[config.mk]
export PLATFORM = sky130hd
export DESIGN_NAME = apb_req_arbiter
export DESIGN_NICKNAME = d
export VERILOG_FILES = /design/src/rtl/apb_req_arbiter.sv
export SDC_FILE = /design/constraint.sdc
export NUM_CORES = 1
export LEC_CHECK = 0
export ABC_AREA = 1
export BUFFER_PORTS_ARGS = -buffer_cell sky130_fd_sc_hd__buf_4
export CAP_MARGIN = 20
export CORE_ASPECT_RATIO = 0.5
export CORE_UTILIZATION = 42
export DETAILED_ROUTE_END_ITERATION = 8
export GPL_TIMING_DRIVEN = 1
export PLACE_DENSITY = 0.83
export SYNTH_ARGS = -nofsm -noshare
export SYNTH_HDL_FRONTEND = slang
export SYNTH_SLANG_ARGS = --single-unit
[constraint.sdc]
create_clock -name hclk -period 1.52 [get_ports hclk]
set_input_delay 0.228 -clock hclk [delete_from_list [all_inputs] [get_ports hclk]]
set_output_delay 0.228 -clock hclk [all_outputs]
set_load 0.01 [all_outputs]
[src/rtl/apb_req_arbiter.sv]
// -----------------------------------------------------------------------------
// apb_req_arbiter
//
// Two-requester round-robin arbiter in front of an APB controller. A winning
// request is latched (direction/address/data), strobed to the controller with
// a one-cycle m_valid, and the requester is told of completion with a
// one-cycle done_x pulse. Read data is returned on rdata in the done cycle.
//
// Ports
//   hclk, hresetn               clock, asynchronous active-low reset
//   req0/1, wr0/1               per-requester request level and direction
//   addr0/1, wdata0/1           per-requester address and write data
//   gnt0/1                      one-cycle pulse: request captured
//   done0/1, err0/1             one-cycle pulses: transfer complete / aborted
//   rdata                       read data, valid in the done cycle
//   m_valid                     one-cycle transfer strobe to the controller
//   m_hwrite/m_haddr/m_hwdata   latched transfer, stable from m_valid to done
//   m_done, pr_data             controller completion pulse and read data
//
// Configuration
//   APB_ARB_TIMEOUT_EN  when defined, a transfer left in the wait state for
//                       TIMEOUT cycles without m_done is aborted (done+err,
//                       rdata=0). When undefined, err0/err1 are constant 0.
// -----------------------------------------------------------------------------
module apb_req_arbiter #(
  parameter int unsigned TIMEOUT = 16
) (
  input  logic        hclk,
  input  logic        hresetn,
  input  logic        req0,
  input  logic        req1,
  input  logic        wr0,
  input  logic        wr1,
  input  logic [31:0] addr0,
  input  logic [31:0] addr1,
  input  logic [31:0] wdata0,
  input  logic [31:0] wdata1,
  output logic        gnt0,
  output logic        gnt1,
  output logic        done0,
  output logic        done1,
  output logic        err0,
  output logic        err1,
  output logic [31:0] rdata,
  output logic        m_valid,
  output logic        m_hwrite,
  output logic [31:0] m_haddr,
  output logic [31:0] m_hwdata,
  input  logic        m_done,
  input  logic [31:0] pr_data
);

  typedef enum logic [1:0] {ST_IDLE, ST_ISSUE, ST_WAIT} state_t;

  state_t      state_q, state_d;
  logic        owner_q, owner_d;   // requester currently being served
  logic        last_q, last_d;     // requester served most recently
  logic        gnt0_q, gnt0_d, gnt1_q, gnt1_d;
  logic        done0_q, done0_d, done1_q, done1_d;
  logic        m_valid_q, m_valid_d;
  logic        m_hwrite_q, m_hwrite_d;
  logic [31:0] m_haddr_q, m_haddr_d;
  logic [31:0] m_hwdata_q, m_hwdata_d;
  logic [31:0] rdata_q, rdata_d;
  logic        win;

`ifdef APB_ARB_TIMEOUT_EN
  localparam logic [7:0] TO_LAST = 8'(TIMEOUT - 1);
  logic [7:0] cnt_q, cnt_d;
  logic       err0_q, err0_d, err1_q, err1_d;
`else
  // Keeps TIMEOUT referenced when the timeout logic is compiled out.
  logic [7:0] unused_timeout;
  assign unused_timeout = 8'(TIMEOUT);
`endif

  always_comb begin
    // NOTE: every signal gets a default before the case so no path leaves it
    // unassigned; that is what keeps this block free of inferred latches.
    state_d    = state_q;
    owner_d    = owner_q;
    last_d     = last_q;
    gnt0_d     = 1'b0;
    gnt1_d     = 1'b0;
    done0_d    = 1'b0;
    done1_d    = 1'b0;
    m_valid_d  = 1'b0;
    m_hwrite_d = m_hwrite_q;
    m_haddr_d  = m_haddr_q;
    m_hwdata_d = m_hwdata_q;
    rdata_d    = rdata_q;
    win        = 1'b0;
`ifdef APB_ARB_TIMEOUT_EN
    cnt_d      = cnt_q;
    err0_d     = 1'b0;
    err1_d     = 1'b0;
`endif

    case (state_q)
      ST_IDLE: begin
        if (req0 || req1) begin
          // On a tie the requester not served last wins; otherwise the lone
          // requester wins regardless of history.
          win        = (req0 && req1) ? ~last_q : req1;
          owner_d    = win;
          gnt0_d     = ~win;
          gnt1_d     = win;
          m_valid_d  = 1'b1;
          m_hwrite_d = win ? wr1    : wr0;
          m_haddr_d  = win ? addr1  : addr0;
          m_hwdata_d = win ? wdata1 : wdata0;
          state_d    = ST_ISSUE;
        end
      end

      ST_ISSUE, ST_WAIT: begin
        if (m_done) begin
          // Completion takes priority over a timeout expiring on the same edge.
          done0_d = ~owner_q;
          done1_d = owner_q;
          if (!m_hwrite_q) rdata_d = pr_data;
          last_d  = owner_q;
          state_d = ST_IDLE;
        end else if (state_q == ST_ISSUE) begin
          state_d = ST_WAIT;
`ifdef APB_ARB_TIMEOUT_EN
          cnt_d   = '0;
`endif
        end else begin
`ifdef APB_ARB_TIMEOUT_EN
          // cnt_q counts completed wait cycles; this edge ends wait cycle
          // cnt_q+1, so TO_LAST marks the TIMEOUT-th one.
          if (cnt_q == TO_LAST) begin
            done0_d = ~owner_q;
            done1_d = owner_q;
            err0_d  = ~owner_q;
            err1_d  = owner_q;
            rdata_d = '0;
            last_d  = owner_q;
            state_d = ST_IDLE;
          end else begin
            cnt_d = cnt_q + 8'd1;
          end
`endif
        end
      end

      default: state_d = ST_IDLE;
    endcase
  end

  // Transfer registers are reset too: every output, rdata included, must read
  // 0 straight out of reset.
  always_ff @(posedge hclk or negedge hresetn) begin
    if (!hresetn) begin
      state_q    <= ST_IDLE;
      owner_q    <= 1'b0;
      last_q     <= 1'b1;   // requester 0 wins the first tie
      gnt0_q     <= 1'b0;
      gnt1_q     <= 1'b0;
      done0_q    <= 1'b0;
      done1_q    <= 1'b0;
      m_valid_q  <= 1'b0;
      m_hwrite_q <= 1'b0;
      m_haddr_q  <= '0;
      m_hwdata_q <= '0;
      rdata_q    <= '0;
`ifdef APB_ARB_TIMEOUT_EN
      cnt_q      <= '0;
      err0_q     <= 1'b0;
      err1_q     <= 1'b0;
`endif
    end else begin
      // NOTE: non-blocking assignments here so every flop samples the values
      // from before the edge, independent of statement order.
      state_q    <= state_d;
      owner_q    <= owner_d;
      last_q     <= last_d;
      gnt0_q     <= gnt0_d;
      gnt1_q     <= gnt1_d;
      done0_q    <= done0_d;
      done1_q    <= done1_d;
      m_valid_q  <= m_valid_d;
      m_hwrite_q <= m_hwrite_d;
      m_haddr_q  <= m_haddr_d;
      m_hwdata_q <= m_hwdata_d;
      rdata_q    <= rdata_d;
`ifdef APB_ARB_TIMEOUT_EN
      cnt_q      <= cnt_d;
      err0_q     <= err0_d;
      err1_q     <= err1_d;
`endif
    end
  end

  assign gnt0     = gnt0_q;
  assign gnt1     = gnt1_q;
  assign done0    = done0_q;
  assign done1    = done1_q;
  assign rdata    = rdata_q;
  assign m_valid  = m_valid_q;
  assign m_hwrite = m_hwrite_q;
  assign m_haddr  = m_haddr_q;
  assign m_hwdata = m_hwdata_q;
`ifdef APB_ARB_TIMEOUT_EN
  assign err0     = err0_q;
  assign err1     = err1_q;
`else
  assign err0     = 1'b0;
  assign err1     = 1'b0;
`endif

endmodule

**Yosys cells after proc, flatten, opt, wreduce, memory -nomap -nowiden**

Index checks and enable logic that the tools add are counted.

- Register bits after elaboration: 106
- Input bits: 167

- Mux-type cells: 18
- Equal/unequal tests: 4
- Bitwise logic cells: 4
- Reductions and logical operators: 8

Operators by type and width:

| cell | number |
|---|---|
| $mux 32 | 2 |
| $mux 1 | 12 |
| $mux 2 | 3 |
| $reduce_and 2->1 | 3 |
| $not 1->1 | 4 |
| $pmux 2 s2 | 1 |
| $ne 3x3->1 const B | 1 |
| $reduce_and 3->1 | 1 |
| $eq 2x1->1 const B | 1 |
| $eq 2x2->1 const B | 1 |
| $logic_not 2->1 | 1 |
| $ne 2x2->1 const B | 1 |
| $reduce_or 2->1 | 1 |
| $logic_and 1x1->1 | 1 |
| $logic_or 1x1->1 | 1 |

**Depth between registers and ports, before layout**

Gate-level depths: netlist of the first run.

- Depth after elaboration: 5
- Gate-level depth with buffers: 8

**Least setup slack after synthesis of the first run**

No wires, ideal clock.

- Path type: register to register
- From: reg state_q[0]
- To: reg rdata_q[10], in the netlist rdata[10]
- Arrival time: 1.361 ns
- Path slack: 0.042 ns
- Stages on the path, launching flop included: 8
- Period minus slack after synthesis: 1.478 ns
- Buffers on the path: 2
- Data required time: 1.403 ns
- Library setup time: 0.117 ns
- Cells stage by stage: dfrtp_1 inv_1 ha_1 clkbuf_1 nand2_1 clkbuf_1 nand2_1 nand2_1

- Longest elaborated chain between the ends: 3
- Elaborated cells between the ends (all ways): 4

RTL lines:

| item | RTL line | source |
|---|---|---|
| start: declaration | 55 | `state_t state_q, state_d;` |
| start signal: assignment | 176 | `state_q <= state_d;` |
| $eq 2x1->1 / $eq 2x2->1 (equally long branches) | 99 | `case (state_q)` |
| $reduce_or 2->1 * | 99 |  |
| $reduce_and 3->1 (no line) * | n/a |  |
| end signal: assignment | 187 | `rdata_q <= rdata_d;` |
| end: declaration | 64 | `logic [31:0] rdata_q, rdata_d;` |

Mark *: on every way between the ends. The rest lies on a longest branch, timed or not.
A chain may end at the register's enable or synchronous reset.

**Final worst setup path of the first run**

- From: reg state_q[0]
- To: reg m_haddr_q[17], in the netlist m_haddr[17]

- Longest elaborated chain between the ends: 2

RTL lines:

| item | RTL line | source |
|---|---|---|
| $logic_not 2->1 | 99 |  |
| $reduce_and 2->1 (no line) | n/a |  |
| end signal: assignment | 185 | `m_haddr_q <= m_haddr_d;` |
| end: declaration | 62 | `logic [31:0] m_haddr_q, m_haddr_d;` |

No other way between the ends.

==> impl_results.md, run 1 <==
- Status: finished clean
- Final Non-Filler Cells: 1168
- Max-Cap Viols: 0
- Dominant cells by area after synthesis: dfrtp_1 (49%), nand2_1 (19%), nand3_1 (15%)
- CTS tree: done
- CTS root buffer: clkbuf_16
- Skew-Pair Late Insertion Delay: 340 ps
- Crit Path Max Fanout: 20
- Gate Count Post-Synth: 742
- GRT Total Usage: 23.9%
- Total chip power: 14.6 mW
- Met1 Use GR: 27.7%
- Final clock skew: 7.80 ps
- Nets: 1168
- Synth area leader: dfrtp_1
- GPL Wtd Cong: 0.830
- Sequential area share after synthesis: 49.6%
- Crit path launch type: flip-flop
- Final slew viol count: 0
- Final Hold Fails: 0
- Fraction of layout cells with a size suffix above 1: 31.3%
- Initial Utilization: 44.1%
- Area delta synth->final: 49.3%
- Min cycle time layout: 1470 ps
- Die area: 0.0132 sq mm
- Worst setup EP type: flip-flop
- WL final: 16600 microns
- Core area: 0.0121 sq mm
- Worst Path Arrival: 1740 ps
- Hold Crit Class: input port to flip-flop
- Clock Tree Buf Depth: 2
- Util after Layout: 65.8%
- PD cells: 1840 mW/mm^2
- Antenna diodes: 0
- Yosys top cell area share: 49.2%
- CTS Sinks: 106
- IO Pins: 271
- Initial antenna violation count: 0
- Vias in the first global route: 5344
- Met2 Track Usage GR: 44.2%
- Largest net degree at the start of global routing: 49
- First-pass GRT wire length: 25100 microns
- DIE WIDTH: 162 microns
- DRC: 0
- Worst EP required: 1800 ps
- Via/cell ratio: 4.87
- Final setup vio count: 0
- Tcrit/Tclk final: 96.6%
- Antenna-violating nets left: 0
- Worst setup margin: 52.0 ps
- Sequential cell area: 0.00265 sq mm
- Syn Std Cell Area: 0.00535 sq mm
- Clock-pin slew on the worst setup and hold paths: 80 ps
- Via count: 5692
- Die Ht: 81.8 microns
- WL/cell: 14.2 microns
- Flops & latches, synth: 106
- GR Util met3: 4.60%
- Unique masters post-synth: 15
- Max Freq: 681 MHz
- Floorplan row count: 28
- H-tree lvl count: 3
- Pleak: 4.82 nW
- YS warnings: 0
- Total gr overflow: 0
- Detail Placement HPWL: 11500 microns
- DP Cell Count: 1147
- VDD IR-drop max: 1.04 mV
- Avg Inst Size Synth: 7.20 sq um
- WS Path Type: flip-flop to flip-flop
- Busiest grt layer: met2
- Footprint of the multi-input gates: 0.00198 sq mm
- Initial DRT Pass Iterations: 5
- Port bufs: 268
- Pre-CTS setup slack: 2.52 ps
- Iter 0 DRT Violations: 378
- Clock buffer count from CTS: 9
- Fillers: 1002
cells in the final DEF, fill, tap and decap left out:
cell,Yosys,layout
inv_8,0,2
o21ai_4,0,1
dfstp_2,1,1
dlygate4sd3_1,0,1
nand2_1,274,272
nor2_4,0,1
clkinvlp_4,0,1
nand3_1,163,163
conb_1,1,2
bufinv_16,0,1
nand2_2,0,2
dfrtp_1,105,105
a21oi_1,1,1
o21ai_0,2,2
nor2_1,6,6
clkinv_4,0,3
nor2_2,2,1
clkbuf_16,0,11
ha_4,0,1
buf_6,0,1
buf_12,0,7
inv_1,135,135
buf_4,9,281
ha_1,3,2
cell type report:
class | count | share of cell area, %
Timing Repair Buffer | 292 | 29.1
Tap cell | 165 | 2.59
Multi-Input combinational cell | 454 | 24.8
Clock inverter | 7 | 1.08
Inverter | 135 | 6.35
Clock buffer | 9 | 2.82
Sequential cell | 106 | 33.3
kinds of logic (layout without fill, tap and decap cells):
family / Yosys count / in the layout / synth area share [%]
AO/OA/AOI/OAI: 4 / 4 / 0.445
adder cells (fa/ha/maj): 3 / 3 / 0.702
buffers and inverters: 183 / 443 / 14.0
flip-flops: 106 / 106 / 49.6
other: 1 / 2 / 0.0702
AND/OR/NAND/NOR: 445 / 445 / 35.2
where the power goes:
group	leakage, nW	switching (mW)	total (mW)	internal [mW]
Clock	0.150	1.10	2.41	1.31
Sequential	1.30	0.773	4.98	4.21
Combinational	3.37	3.94	7.25	3.32
sequential cells by signal (all words and copies together), names as in the netlist:
| signal | flops |
|---|---|
| done0 | 1 |
| done1 | 1 |
| gnt0 | 1 |
| gnt1 | 1 |
| last_q | 1 |
| m_haddr | 32 |
| m_hwdata | 32 |
| m_hwrite | 1 |
| m_valid | 1 |
| owner_q | 1 |
| rdata | 32 |
| state_q | 2 |
worst paths after layout:
| path | slack [ps] | to | depth (start not counted) | start |
|---|---|---|---|---|
| setup / recovery | 50 | m_haddr[17] | 8 | state_q[0] |
| setup reg to reg | 50 | m_haddr[17] | 8 | state_q[0] |
| hold reg to reg | 480 | rdata[0] | 2 | rdata[0] |
| min in group asynchronous | 420 | gnt0 | 2 | hresetn |
| hold / removal | 120 | rdata[21] | 3 | pr_data[21] |
| max in group asynchronous | 490 | m_haddr[31] | 3 | hresetn |
layer usage:
metal	routed length, microns	up-vias	part of all wire (%)
met4	533	0	3.2
li1	-	2737	-
met2	8570	205	52
met1	6570	2699	40
met3	879	51	5.3
met5	0	-	0
per-stage QoR:
stage / area, sq um / hold WS (ps) / TNS (ps)
finish: 7980 / 117 / 0
CTS: 7870 / 108 / 0
global route: 7980 / 110 / -2.14
global placement: 7550 / 221 / 0
detailed placement: 7550 / 229 / 0
floorplan: 5350 / -67.6 / 0
critical path, stage by stage, from the launching register on:
cell	delay (ps)
dfrtp_1	420
inv_1	120
ha_4	170
inv_1	100
nor2_4	110
buf_12	140
buf_12	150
nand3_1	110
nand2_1	80
Yosys cell counts (all sizes together):
cell and number:
clkbuf 18, nand3 163, inv 135, dfrtp 105, buf 30, a21oi 1, nand2 274, conb 1
nor2 8, ha 3, o21ai 3, dfstp 1
what timing repair did:
| item | 4_1_cts | 5_1_grt |
|---|---|---|
| gates resized for setup | 1 | 4 |
| setup endpoints to repair | 2 | 89 |
| setup buffers | 0 | 1 |
| endpoints found under the hold margin | 30 | 0 |
| hold buffers | 1 | 0 |
| pin swaps | 0 | 1 |
| cloned | 0 | 3 |
Power figures use the tool's default switching activity.
==> run 2: changes to the inputs <==
- CORE_UTILIZATION: 42 -> 45
- CTS_BUF_LIST: unset -> sky130_fd_sc_hd__clkbuf_8
- PLACE_DENSITY: 0.83 -> 0.84
- clock period: 1.52 -> 1.58 ns (I/O delays scaled with it)
==> run 2 against run 1 <==
  * Combinational power fell by 8.1%
  * First-iteration DRC count rose by 12%
  * Clock-buffer cell count did not move
  * Sequential cell count did not move
  * Non-clock buffer count fell by 4
  * Cell area fell by 2.0%
  * Highest routed layer unchanged
  * Fmax fell by 1.7%
  * Via count fell by 1.4%
  * Clock power fell by 27%
  * Global-route usage rose by 1.4 points
  * Critical path depth fell by 1
==> impl_results.md, run 2 (synthesis results as in run 1) <==
- VDD IR-drop max: 1.06 mV (was 1.04 mV)
- Worst Path Arrival: 1800 ps (was 1740 ps)
- Pleak: 4.75 nW (was 4.82 nW)
- DRC: 0 (unchanged)
- Initial DRT Pass Iterations: 5 (unchanged)
- CP Buf/Inv Count: 3 (was 4)
- DIE WIDTH: 156 microns (was 162 microns)
- Min cycle time layout: 1490 ps (was 1470 ps)
- Max Freq: 670 MHz (was 681 MHz)
- Area delta synth->final: 46.2% (was 49.3%)
- Die area: 0.0123 sq mm (was 0.0132 sq mm)
- Skew-Pair Late Insertion Delay: 370 ps (was 340 ps)
- Least-Margin Pin Slew: 516 ps
- Die Ht: 79.1 microns (was 81.8 microns)
- Clock-pin slew on the worst setup and hold paths: 100 ps (was 80 ps)
- Port bufs: 268 (unchanged)
- Largest net degree at the start of global routing: 50 (was 49)
- Fin Hold WS: 93.5 ps (was 117 ps)
- Crit-path leading delay family: buffers and inverters (unchanged)
- Crit Path Max Fanout: 24 (was 20)
- Commonest non-fill, non-tap cell in the layout: buf_4 (unchanged)
- WL final: 15900 microns (was 16600 microns)
- GPL Wtd Cong: 0.852 (was 0.830)
- Worst setup margin: 87.2 ps (was 52.0 ps)
- First-pass GRT wire length: 24500 microns (was 25100 microns)
- Max-Cap Viols: 0 (unchanged)
- Clock buffer count from CTS: 9 (unchanged)
- Worst setup EP type: flip-flop (unchanged)
- Final setup vio count: 0 (unchanged)
- Tcrit/Tclk final: 94.5% (was 96.6%)
- Total chip power: 13.2 mW (was 14.6 mW)
- Slew headroom: 65.6%
- Fillers: 936 (was 1002)
- Crit path top cell by count: inv_1
- CTS root buffer: clkbuf_8 (was clkbuf_16)
- Hold Crit Class: input port to flip-flop (unchanged)
- PD cells: 1690 mW/mm^2 (was 1840 mW/mm^2)
- CP max stage cell: dfrtp_1 (unchanged)
- Total gr overflow: 0 (unchanged)
- Initial Utilization: 47.4% (was 44.1%)
- Floorplan row count: 27 (was 28)
- GRT Total Usage: 25.3% (was 23.9%)
- WS Path Type: flip-flop to flip-flop (unchanged)
- H-tree lvl count: 3 (unchanged)
- Via/cell ratio: 4.84 (was 4.87)
- Final slew viol count: 0 (unchanged)
- Initial antenna violation count: 0 (unchanged)
- CTS tree: done (unchanged)
- IO Pins: 271 (unchanged)
- Status: finished clean (unchanged)
- Detail Placement HPWL: 11600 microns (was 11500 microns)
- Clock Tree Buf Depth: 2 (unchanged)
- RSZ-0062 raised after global routing: no
- Iter 0 DRT Violations: 424 (was 378)
- Antenna diodes: 0 (unchanged)
- Nets: 1164 (was 1168)
- Most frequent cells in the layout: buf_4 (277), nand2_1 (272), nand3_1 (163), inv_1 (135), dfrtp_1 (105) (was buf_4 (281), nand2_1 (272), nand3_1 (163), inv_1 (135), dfrtp_1 (105))
- Fraction of layout cells with a size suffix above 1: 31.0% (was 31.3%)
- Via count: 5610 (was 5692)
- Post-CTS Setup Inserts: 0 (unchanged)
- Vias in the first global route: 5198 (was 5344)
- TNS Setup: 0 ps (unchanged)
- Core area: 0.0113 sq mm (was 0.0121 sq mm)
- Ordered list of cells on the worst path: inv_1 -> ha_2 -> inv_1 -> nor2_4 -> clkbuf_16 -> nand3_1 -> nand2_1 (was inv_1 -> ha_4 -> inv_1 -> nor2_4 -> buf_12 -> buf_12 -> nand3_1 -> nand2_1)
- CTS Sinks: 106 (unchanged)
- WL/cell: 13.8 microns (was 14.2 microns)
- Worst path max stage delay: 410 ps (was 420 ps)
- Final clock skew: 7.93 ps (was 7.80 ps)
- Worst EP required: 1890 ps (was 1800 ps)
- Final Hold Fails: 0 (unchanged)
- Pre-CTS setup slack: 77.7 ps (was 2.52 ps)
- Crit path launch type: flip-flop (unchanged)
- Antenna-violating nets left: 0 (unchanged)
-- run 2: cell types whose count changed in the layout (fill, tap and decap cells not counted), sizes merged --
cell / change
clkbuf: -1
inv: +2
buf: -3
clkinv: -2
-- run 2: power breakdown --
part / leakage (nW) / total [mW] / internal, mW / switching (mW)
Combinational: 3.34 / 6.66 / 3.04 / 3.63
Clock: 0.103 / 1.75 / 0.764 / 0.982
Sequential: 1.30 / 4.80 / 4.04 / 0.754
-- run 2: metal layers --
metal / up-vias / routed length, microns / global-route usage [%]
met2: 232 / 7940 / 45.2
met4: 0 / 495 / 9.71
met5: - / 0 / 0
met1: 2601 / 6430 / 30.7
met3: 44 / 1070 / 4.69
li1: 2733 / - / -
-- run 2: path summary, 6_finish.rpt --
kind	startpoint	cells past startpoint	slack, ps	end
worst max-delay path	state_q[1]	7	90	m_hwdata[9]
worst min-delay path	pr_data[28]	3	90	rdata[28]
worst max register to register	state_q[1]	7	90	m_hwdata[9]
worst min register to register	owner_q	1	470	done0
max in group asynchronous	hresetn	3	620	last_q
min in group asynchronous	hresetn	2	380	rdata[14]
-- run 2: worst min-delay path: cells and delay by family --
kind	cells	cell delay (ps)
buffers and inverters	1	80
and+or+nand+nor	2	120
-- run 2: timing repair --
| item | in CTS | in global routing |
|---|---|---|
| setup endpoints to repair | 0 | 74 |
| hold endpoints to repair | 34 | 0 |
| hold buffers | 1 | 0 |
| resized for setup | 0 | 4 |
-- run 2: final cells by class --
cell class	count	area (sq um)	share of cell area [%]
well taps	159	199	2.55
repair buffers	288	2280	29.2
clock buffers	9	124	1.58
flip-flops and latches	106	2650	34.0
inverters	135	507	6.48
clock inverters	7	83.8	1.07
multi-input cells	454	1970	25.2
-- run 2: through the flow --
step	utilization (%)	instances	area, sq um
5_1_grt	69.3	1158	7820
2_1_floorplan	-	743	5350
4_1_cts	68.9	1157	7780
3_5_place_dp	67.0	1140	7560
3_3_place_gp	67.0	1140	7560
6_report	69.3	1158	7820
